<file path="config.mk">
export PLATFORM = sky130hd
export DESIGN_NAME = fifo_wr_arb
export DESIGN_NICKNAME = d
export VERILOG_FILES = /design/src/rtl/fifo_wr_arb.sv
export SDC_FILE = /design/constraint.sdc
export NUM_CORES = 1
export LEC_CHECK = 0
export CAP_MARGIN = 20
export CORE_MARGIN = 8
export CORE_UTILIZATION = 24
export DETAILED_ROUTE_END_ITERATION = 16
export PLACE_DENSITY = 0.89
export SLEW_MARGIN = 20
export SYNTH_ARGS = -nofsm -noshare
export SYNTH_HDL_FRONTEND = slang
export SYNTH_SLANG_ARGS = --single-unit
export TNS_END_PERCENT = 30
</file>
<file path="constraint.sdc">
create_clock -name clk -period 2.6 [get_ports clk]
set_clock_uncertainty 0.15 [all_clocks]
set_input_delay 0.39 -clock clk [delete_from_list [all_inputs] [get_ports clk]]
set_output_delay 0.39 -clock clk [all_outputs]
set_load 0.02 [all_outputs]
</file>
<file path="src/rtl/fifo_wr_arb.sv">
// fifo_wr_arb: round-robin write arbiter and pop controller for one external FIFO
//
// Ports:
//   clk, reset          clock and synchronous active-high reset
//   opclear             synchronous operation clear, forwarded as fifo_opclear
//   req0/din0/gnt0      producer 0 write request, data, accept
//   req1/din1/gnt1      producer 1 write request, data, accept
//   pop/pop_ack         consumer read request and accept
//   rd_valid/rd_data    read data strobe (one cycle after pop_ack) and FIFO data
//   full/empty/occ      tracked occupancy and its limits
//   cnt_err             sticky flag: FIFO data_count disagreed with occ
//   fifo_*              connections to the FIFO (wr_en, din, rd_en, opclear, dout, data_count)
//   stall_cnt0/1        per-producer stall counters
//
// Define FIFO_WR_ARB_STATS_EN to build the stall counters; otherwise they read zero.
module fifo_wr_arb #(
    parameter int DATA_W = 32,
    parameter int DEPTH  = 8,
    parameter int CNT_W  = 4
) (
    input  logic              clk,
    input  logic              reset,
    input  logic              opclear,
    input  logic              req0,
    input  logic [DATA_W-1:0] din0,
    output logic              gnt0,
    input  logic              req1,
    input  logic [DATA_W-1:0] din1,
    output logic              gnt1,
    input  logic              pop,
    output logic              pop_ack,
    output logic              rd_valid,
    output logic [DATA_W-1:0] rd_data,
    output logic              full,
    output logic              empty,
    output logic [CNT_W-1:0]  occ,
    output logic              cnt_err,
    output logic              fifo_wr_en,
    output logic [DATA_W-1:0] fifo_din,
    output logic              fifo_rd_en,
    output logic              fifo_opclear,
    input  logic [DATA_W-1:0] fifo_dout,
    input  logic [CNT_W-1:0]  fifo_data_count,
    output logic [15:0]       stall_cnt0,
    output logic [15:0]       stall_cnt1
);
    logic clr;
    logic wr_ok;
    logic last_gnt;
    logic wr;
    always_comb begin
        clr          = reset | opclear;
        full         = occ == CNT_W'(DEPTH);
        empty        = occ == '0;
        wr_ok        = !clr && !full;
        // with both requesting, the producer that did not win last time goes first
        gnt0         = wr_ok && req0 && (!req1 || last_gnt);
        gnt1         = wr_ok && req1 && (!req0 || !last_gnt);
        wr           = gnt0 | gnt1;
        pop_ack      = !clr && pop && !empty;
        fifo_wr_en   = wr;
        fifo_din     = gnt1 ? din1 : din0;
        fifo_rd_en   = pop_ack;
        fifo_opclear = clr;
        rd_data      = fifo_dout;
    end
    always_ff @(posedge clk) begin
        if (clr) begin
            occ      <= '0;
            last_gnt <= 1'b1;
            rd_valid <= 1'b0;
            cnt_err  <= 1'b0;
        end else begin
            occ      <= (wr && !pop_ack) ? occ + 1'b1 : (pop_ack && !wr) ? occ - 1'b1 : occ;
            last_gnt <= gnt0 ? 1'b0 : gnt1 ? 1'b1 : last_gnt;
            rd_valid <= pop_ack;
            cnt_err  <= cnt_err | (fifo_data_count != occ);
        end
    end
`ifdef FIFO_WR_ARB_STATS_EN
    always_ff @(posedge clk) begin
        if (clr) begin
            stall_cnt0 <= '0;
            stall_cnt1 <= '0;
        end else begin
            if (req0 && !gnt0 && stall_cnt0 != 16'hFFFF)
                stall_cnt0 <= stall_cnt0 + 1'b1;
            if (req1 && !gnt1 && stall_cnt1 != 16'hFFFF)
                stall_cnt1 <= stall_cnt1 + 1'b1;
        end
    end
`else
    assign stall_cnt0 = 16'h0000;
    assign stall_cnt1 = 16'h0000;
`endif
endmodule

</file>
==> results.ini, run 1 <==
[pwr]
power_frac_seq = 0.167
switching_share = 0.359
pwr-share-clk = 0.227
p_int_uw = 445
power.total_uw = 694
power_frac_comb = 0.606
vdd_ir_drop_max_mv = 0.132
pwr_density_cell_mw_per_mm2 = 280
leakage_nw = 1.23
power.switching_uw = 249

[setup_path]
cp-start-kind = input port
cp_slowest_stage_delay_ns = 0.41
path_cells = clkdlybuf4s50_1, nor2_2, inv_2, a21oi_4, buf_6, o21a_4, ha_4, inv_2, ha_1, nand3_2, a211o_1, a211oi_2, a31o_2
crit_top_cell = inv_2
path_delay_family = compound AO/OA/AOI/OAI gates
worstSetupStartpoint = reset
worstSetupPathType = input port to flip-flop
critPathArrivalTime_ns = 2.63
cp_slowest_cell = clkdlybuf4s50_1
critPathBufInv = 4
path_max_fanout = 4
endpoint_kind = flip-flop
rr_worst_depth = 11
r2r_start = occ[1]$_SDFFE_PP0P_
cp.required_ns = 2.63
cp.depth = 13

[cts]
clock_path_buffers = 2
cts_buffers = 3
clkTransAtPathRegs_ns = 0.05
postCtsHoldBufs = 0
cts_root_buffer = clkbuf_8
cts.htree.levels = 1
cts_tree = done
clock_latency_ns = 0.23
cts_sinks = 7

[run_status]
violations = negative setup slack
status = finished, violations left

[synth]
ys.flop_type = dfxtp_1
postSynthCellCount = 156
yosys_warnings = 0
async_flop_share = 0
synth_edf_count = 0
synth_seq_cells = 7
synth_area_sq_mm = 0.00146
synth.distinct_cells = 32
synth_area_per_cell_sq_um = 9.38
ys_seq_area_frac = 0.0957

[global_route]
overflow = 0
grt_max_degree = 22
grt_usage = 0.108
grt_pass1_wl_um = 7570
first_global_vias = 1340
antenna_found_initial = 0

[route]
viasPerCell = 4.01
ant_nets = 0
wire_per_inst_um = 16.8
vias = 1342
drc = 0
dr.pass1.iters = 4
finalWirelength_um = 5620
drt_iter0_markers = 29

[flow_run]
cap_violations = 0

[sta]
finalSetupViolCount = 1
rsz0062_at_grt = yes
worst_slack_ns = -0.00201
report.final.slew_viol_count = 0
period_share = 1.00
maxClockFrequency_mhz = 384
hold_viol_final = 0
period_minus_slack_ns = 2.60
whs_ns = 0.362

[min_path]
min_path_type = flip-flop to flip-flop
whs_path_depth = 2
hold_path_startpoint = cnt_err$_SDFF_PP0_

[finish]
diodes = 0
drive_gt1_frac = 0.400
area_growth_pct = 69.1
final_nets = 371
stdcell_count = 335

[die]
start_util = 0.247
dieArea_sq_mm = 0.00885
ios = 216
chipWidth_um = 94.1
coreArea_sq_mm = 0.00592
fp.dieH_um = 94.1
rows = 28

[placed_design]
dp_hpwl_um = 4850
post-place-cells = 329
io_buffers = 119
gp_congestion = 0.834

routing by layer:
layer	up-vias	track usage	routed length [um]
met1	603	0.113	1930
met4	0	0.0317	77
met3	8	0.0464	693
met5	-	0	0
met2	101	0.189	2920
li1	630	-	-
cell families (layout without fill, tap and decap cells):
kind of cell | count (synthesis) | count (layout) | share of synthesized area
other cells | 1 | 32 | 0.00256
compound gates | 11 | 11 | 0.0556
mux | 33 | 33 | 0.327
simple gates | 21 | 21 | 0.0744
xor+xnor | 6 | 6 | 0.0359
buf+inv | 73 | 146 | 0.369
flops | 7 | 7 | 0.0957
fa+ha+maj | 4 | 4 | 0.0393
cells in the mapped netlist (2+ instances only):
master | number | share of area
buf_4 | 65 | 0.33
mux2_4 | 29 | 0.30
nor2_1 | 9 | 0.023
dfxtp_1 | 7 | 0.096
xor2_1 | 5 | 0.030
a21oi_1 | 4 | 0.014
buf_6 | 3 | 0.023
ha_1 | 3 | 0.026
inv_1 | 3 | 0.0077
mux2_2 | 3 | 0.023
and2_1 | 2 | 0.0085
nand2_1 | 2 | 0.0051
nand3_1 | 2 | 0.0068
registers in the layout (all words and copies together), names as in the netlist:
name,count
last_gnt,1
rd_valid,1
cnt_err,1
occ,4
worst min-delay path, delay by kind of cell, from the launching register on:
family          cells  cell delay [ns]
flops               1             0.30
simple gates        1             0.09
compound gates      1             0.07
placed cells by master (no fill, tap or decap), drive strengths merged:
cell,instances
clkdlybuf4s50,84
a21oi,5
a211oi,1
fa,1
nor2,10
a21boi,1
nand3,2
clkbuf,26
mux2i,1
dlygate4sd2,3
buf,29
and3,1
dfxtp,7
a211o,1
o21a,1
o21ai,1
a31o,1
xnor2,1
nand2,3
nor3,2
conb,32
mux2,32
inv,4
ha,3
and2,2
nor4,1
xor2,5
stage by stage:
step                      cell area [sq um]  setup TNS [ns]  setup slack, ns   util
after floorplan                        1600               0           0.0196      -
after global placement                 2500          -11.57           -0.352  0.423
after detailed placement               2500          -12.96           -0.396  0.423
after CTS                              2540          -0.171           -0.143  0.429
after global routing                   2470          -0.414           -0.130  0.418
final                                  2470        -0.00201         -0.00201  0.418
timing repair:
action,4_1_cts,5_1_grt
setup endpoints to repair,37,35
cloned,0,1
resized for setup,61,63
buffers inserted,0,1
pin swaps,0,3
cell type report:
cell class	count	area, sq um
fill	580	3450
timing repair buffer	138	1210
multi-input combinational	107	963
sequential	7	144
tap	75	93.8
clock buffer	4	45.0
inverter	4	15.0
power groups by stage:
stage	combinational [mW]	sequential (mW)	clock, mW
4_1_cts	0.421	0.116	0.161
2_1_floorplan	0.308	0.126	0
6_report	0.420	0.116	0.157
5_1_grt	0.446	0.116	0.170
3_5_place_dp	0.439	0.118	0
3_3_place_gp	0.433	0.118	0
final timing paths:
check	slack, ns	to
worst max register to register	0.19	occ[3]$_SDFFE_PP0P_
worst min-delay path	0.36	cnt_err$_SDFF_PP0_
worst min register to register	0.36	cnt_err$_SDFF_PP0_
worst max-delay path	-0.002	occ[3]$_SDFFE_PP0P_
(Power assumes the default switching activity.)
==> run 2: changes to the inputs <==
Settings changed: SETUP_SLACK_MARGIN set to 0.5.
==> run 2 against run 1 <==
- the run now ends clean
- global-route usage increased by 1.5 points
- clock-buffer cell count unchanged
- hold slack got worse by 0.010 ns
- final cell count increased by 2.4%
- critical path depth decreased by 2
- core utilization increased by 4.8 points
- combinational power increased by 13%
- routed wire length increased by 5.1%
- power increased by 7.3%
- die area unchanged
- non-clock buffer count increased by 8
- first-iteration DRC count decreased by 34%
- critical path type is now flip-flop to flip-flop
- largest cell class unchanged
==> results.ini, run 2 (same netlist as run 1, synthesis figures left out) <==
[run_status]
status = complete, no violations

[die]
rows = 28
ios = 216
dieArea_sq_mm = 0.00885
fp.dieH_um = 94.1
start_util = 0.247
chipWidth_um = 94.1
coreArea_sq_mm = 0.00592

[global_route]
overflow = 0
grt_max_degree = 9
grt_usage = 0.123
grt_pass1_wl_um = 8560
first_global_vias = 1499
antenna_found_initial = 0

[cts]
postCtsHoldBufs = 0
clock_path_buffers = 2
clock_latency_ns = 0.23
cts_sinks = 7
cts.htree.levels = 1
clkTransAtPathRegs_ns = 0.04
cts_root_buffer = clkbuf_8
cts_tree = done
cts_buffers = 3

[pwr]
pwr_density_cell_mw_per_mm2 = 270
vdd_ir_drop_max_mv = 0.244
power.total_uw = 745
leakage_nw = 1.36

[route]
wire_per_inst_um = 17.2
drt_iter0_markers = 19
viasPerCell = 4.04
dr.pass1.iters = 4
finalWirelength_um = 5910
drc = 0
vias = 1385
ant_nets = 0

[setup_path]
cp.required_ns = 2.62
worstSetupStartpoint = occ[0]$_SDFFE_PP0P_
r2r_start = occ[0]$_SDFFE_PP0P_
endpoint_kind = flip-flop
path_max_fanout = 4
critPathArrivalTime_ns = 2.32
cp-start-kind = flip-flop
worstSetupPathType = flip-flop to flip-flop

[min_path]
min_path_type = flip-flop to flip-flop
hold_path_startpoint = cnt_err$_SDFF_PP0_

[finish]
post-route-util = 0.466
drive_gt1_frac = 0.448
regMostFlops = occ
stdcell_count = 343
final_nets = 379
area_growth_pct = 88.5
most-common-layout-cells = clkdlybuf4s50_1 (77), mux2_4 (32), conb_1 (32)
final_common_cell = clkdlybuf4s50_1
diodes = 0
largest_reg_flops = 4

[sta]
maxClockFrequency_mhz = 436
hold_viol_final = 0
period_minus_slack_ns = 2.29
report.final.slew_viol_count = 0
worst_slack_ns = 0.307
rsz0062_at_grt = yes
finalSetupViolCount = 0
period_share = 0.882

[placed_design]
place_ws_ns = -0.290
post-place-cells = 330
io_buffers = 119
gp_congestion = 0.765
dp_hpwl_um = 5020

[flow_run]
cap_violations = 0

[run 2: critical path, cell delays in order (launching register included)]
cell and delay, ns:
dfxtp_4 0.34, buf_6 0.12, nor4_4 0.36, nor2_4 0.05, inv_2 0.07, ha_4 0.14, inv_4 0.05, ha_4 0.27
a21oi_2 0.06, a211o_1 0.32, a211oi_2 0.18, a31o_2 0.12
[run 2: cell type report]
cell class	count	area, sq um
Inverter	4	17.5
Timing Repair Buffer	146	1430
Multi-Input combinational cell	107	1030
Clock buffer	4	45.0
Sequential cell	7	150
Tap cell	75	93.8
Fill cell	557	3160
[run 2: path summary, 6_finish.rpt]
path,endpoint,slack (ns),cells past startpoint
max,occ[3]$_SDFFE_PP0P_,0.31,11
min,cnt_err$_SDFF_PP0_,0.35,2
min reg2reg,cnt_err$_SDFF_PP0_,0.35,2
max reg2reg,occ[3]$_SDFFE_PP0P_,0.31,11
[run 2: where the power goes]
group          switching [mW]  internal (mW)  total (mW)
Sequential            0.00510          0.111       0.117
Clock                  0.0489          0.106       0.155
Combinational           0.207          0.266       0.473
Total                   0.261          0.484       0.745
[run 2: routing by layer]
metal | routed length (um) | vias up | global-route usage
li1 | - | 649 | -
met3 | 729 | 9 | 0.0600
met2 | 2900 | 107 | 0.200
met1 | 2220 | 620 | 0.137
met5 | 0 | - | 0
met4 | 62 | 0 | 0.0370
[run 2: stage by stage]
stage / cell area [sq um] / setup TNS, ns / hold WS, ns
floorplan: 1640 / 0 / 0.338
global placement: 2560 / -8.03 / 0.345
detailed placement: 2560 / -8.64 / 0.347
CTS: 2690 / 0 / 0.346
global route: 2760 / 0 / 0.415
finish: 2760 / 0 / 0.352
[run 2: what timing repair did]
item                                    4_1_cts  5_1_grt
pin swaps                                    10        8
resized for setup                           186       22
cloned                                        2        0
endpoints found under the setup margin       43       42
setup buffers                                 7        0
==> run 3: changes to the inputs <==
Settings changed: CAP_MARGIN 20 to not set, GPL_ROUTABILITY_DRIVEN set to 1, SKIP_CTS_REPAIR_TIMING set to 1.
==> run 3 against run 2 <==
- first-iteration DRC count is 32% lower
- non-clock buffer count down 2
- register-to-register slack worse by 0.11 ns
- maximum frequency fell by 4.8%
- critical path depth is the same
- final area down 5.6%
- combinational power down 7.8%
- power fell by 4.8%
- routed wire length shrank 0.32%
- global-route usage down 0.80 points
- via count is 1.1% lower
==> results.ini, run 3 (same netlist as run 1, synthesis figures left out) <==
[min_path]
min_to = cnt_err$_SDFF_PP0_
min_path_type = flip-flop to flip-flop
hold_path_startpoint = cnt_err$_SDFF_PP0_
whs_path_depth = 2

[flow_run]
cap_violations = 0

[sta]
period_share = 0.926
fin_setup_tns_ns = 0
rsz0062_at_grt = yes
hold_viol_final = 0
maxClockFrequency_mhz = 415
period_minus_slack_ns = 2.41
finalSetupViolCount = 0
report.final.slew_viol_count = 0

[global_route]
first_global_vias = 1391
overflow = 0
grt_usage = 0.115
grt_pass1_wl_um = 8020
antenna_found_initial = 0
grt_max_degree = 17

[finish]
post-route-util = 0.440
diodes = 0
largest_reg_flops = 4
drive_gt1_frac = 0.429
final_common_cell = clkdlybuf4s50_1
most-common-layout-cells = clkdlybuf4s50_1 (80), conb_1 (32), mux2_4 (30), clkbuf_2 (30), buf_4 (20)
area_growth_pct = 77.9
regMostFlops = occ
final_nets = 377

[cts]
clkTransAtPathRegs_ns = 0.04
cts_buffers = 3
cts.htree.levels = 1
cts_root_buffer = clkbuf_8
cts_sinks = 7
clock_path_buffers = 2
clock_latency_ns = 0.23
cts_tree = done

[die]
fp.dieH_um = 94.1
chipWidth_um = 94.1
rows = 28
coreArea_sq_mm = 0.00592
ios = 216
start_util = 0.247
dieArea_sq_mm = 0.00885

[setup_path]
cp-start-kind = flip-flop
critPathArrivalTime_ns = 2.43
rr_worst_depth = 11
worstSetupPathType = flip-flop to flip-flop
ff2ff_setup_slack_ns = 0.19
path_max_fanout = 5
endpoint_kind = flip-flop
cp.required_ns = 2.62
r2r_start = occ[0]$_SDFFE_PP0P_
reg2reg_to = occ[3]$_SDFFE_PP0P_

[pwr]
power.total_uw = 709
pwr_density_cell_mw_per_mm2 = 272
leakage_nw = 1.34
vdd_ir_drop_max_mv = 0.236

[route]
drc = 0
vias = 1370
viasPerCell = 4.02
finalWirelength_um = 5890
drt_iter0_markers = 13
dr.pass1.iters = 4
ant_nets = 0
wire_per_inst_um = 17.3

[placed_design]
dp_hpwl_um = 5020
io_buffers = 119
gp_congestion = 0.765

[run_status]
status = complete, no violations

-- run 3: how the worst max path moves through the flow --
stage                        startpoint                  end  slack [ns]
global route                      reset  occ[3]$_SDFFE_PP0P_        0.13
global placement                   req1         fifo_din[31]       -0.27
detailed placement                 req1         fifo_din[31]       -0.29
CTS                                req1         fifo_din[31]       -0.30
floorplan           occ[1]$_SDFFE_PP0P_  occ[3]$_SDFFE_PP0P_        0.15
finish              occ[0]$_SDFFE_PP0P_  occ[3]$_SDFFE_PP0P_        0.19
-- run 3: critical path, stage by stage (launching register included) --
cell and delay, ns:
dfxtp_4 0.34, buf_8 0.13, nor4_4 0.38, nor2_4 0.05
inv_2 0.07, ha_4 0.14, inv_4 0.05, ha_4 0.27
nand3_2 0.08, a211o_1 0.33, a211oi_2 0.22, a31o_2 0.12
-- run 3: through the flow --
stage	cells	hold slack (ns)	worst slack, ns	instance area, sq um
finish	341	0.352	0.192	2610
global route	341	0.422	0.127	2610
CTS	334	0.353	-0.303	2610
detailed placement	330	0.347	-0.290	2560
global placement	330	0.345	-0.273	2560
floorplan	187	0.338	0.153	1640
-- run 3: report_power, final --
| group | total [mW] | internal (mW) | leakage [nW] | switching, mW |
|---|---|---|---|---|
| logic | 0.436 | 0.236 | 1.26 | 0.201 |
| registers | 0.116 | 0.111 | 0.0595 | 0.00464 |
| clock network | 0.156 | 0.106 | 0.0228 | 0.0501 |
-- run 3: cell type report --
class / instances / area [sq um]
inverter: 4 / 17.5
timing repair buffer: 144 / 1300
tap: 75 / 93.8
fill: 579 / 3320
sequential: 7 / 150
clock buffer: 4 / 45.0
multi-input combinational: 107 / 996
-- run 3: routing by layer --
metal	vias to the layer above	GRT usage	routed length, um
met4	0	0.0330	66
met5	-	0	0
met2	100	0.186	2910
met1	615	0.130	2230
li1	644	-	-
met3	11	0.0552	681
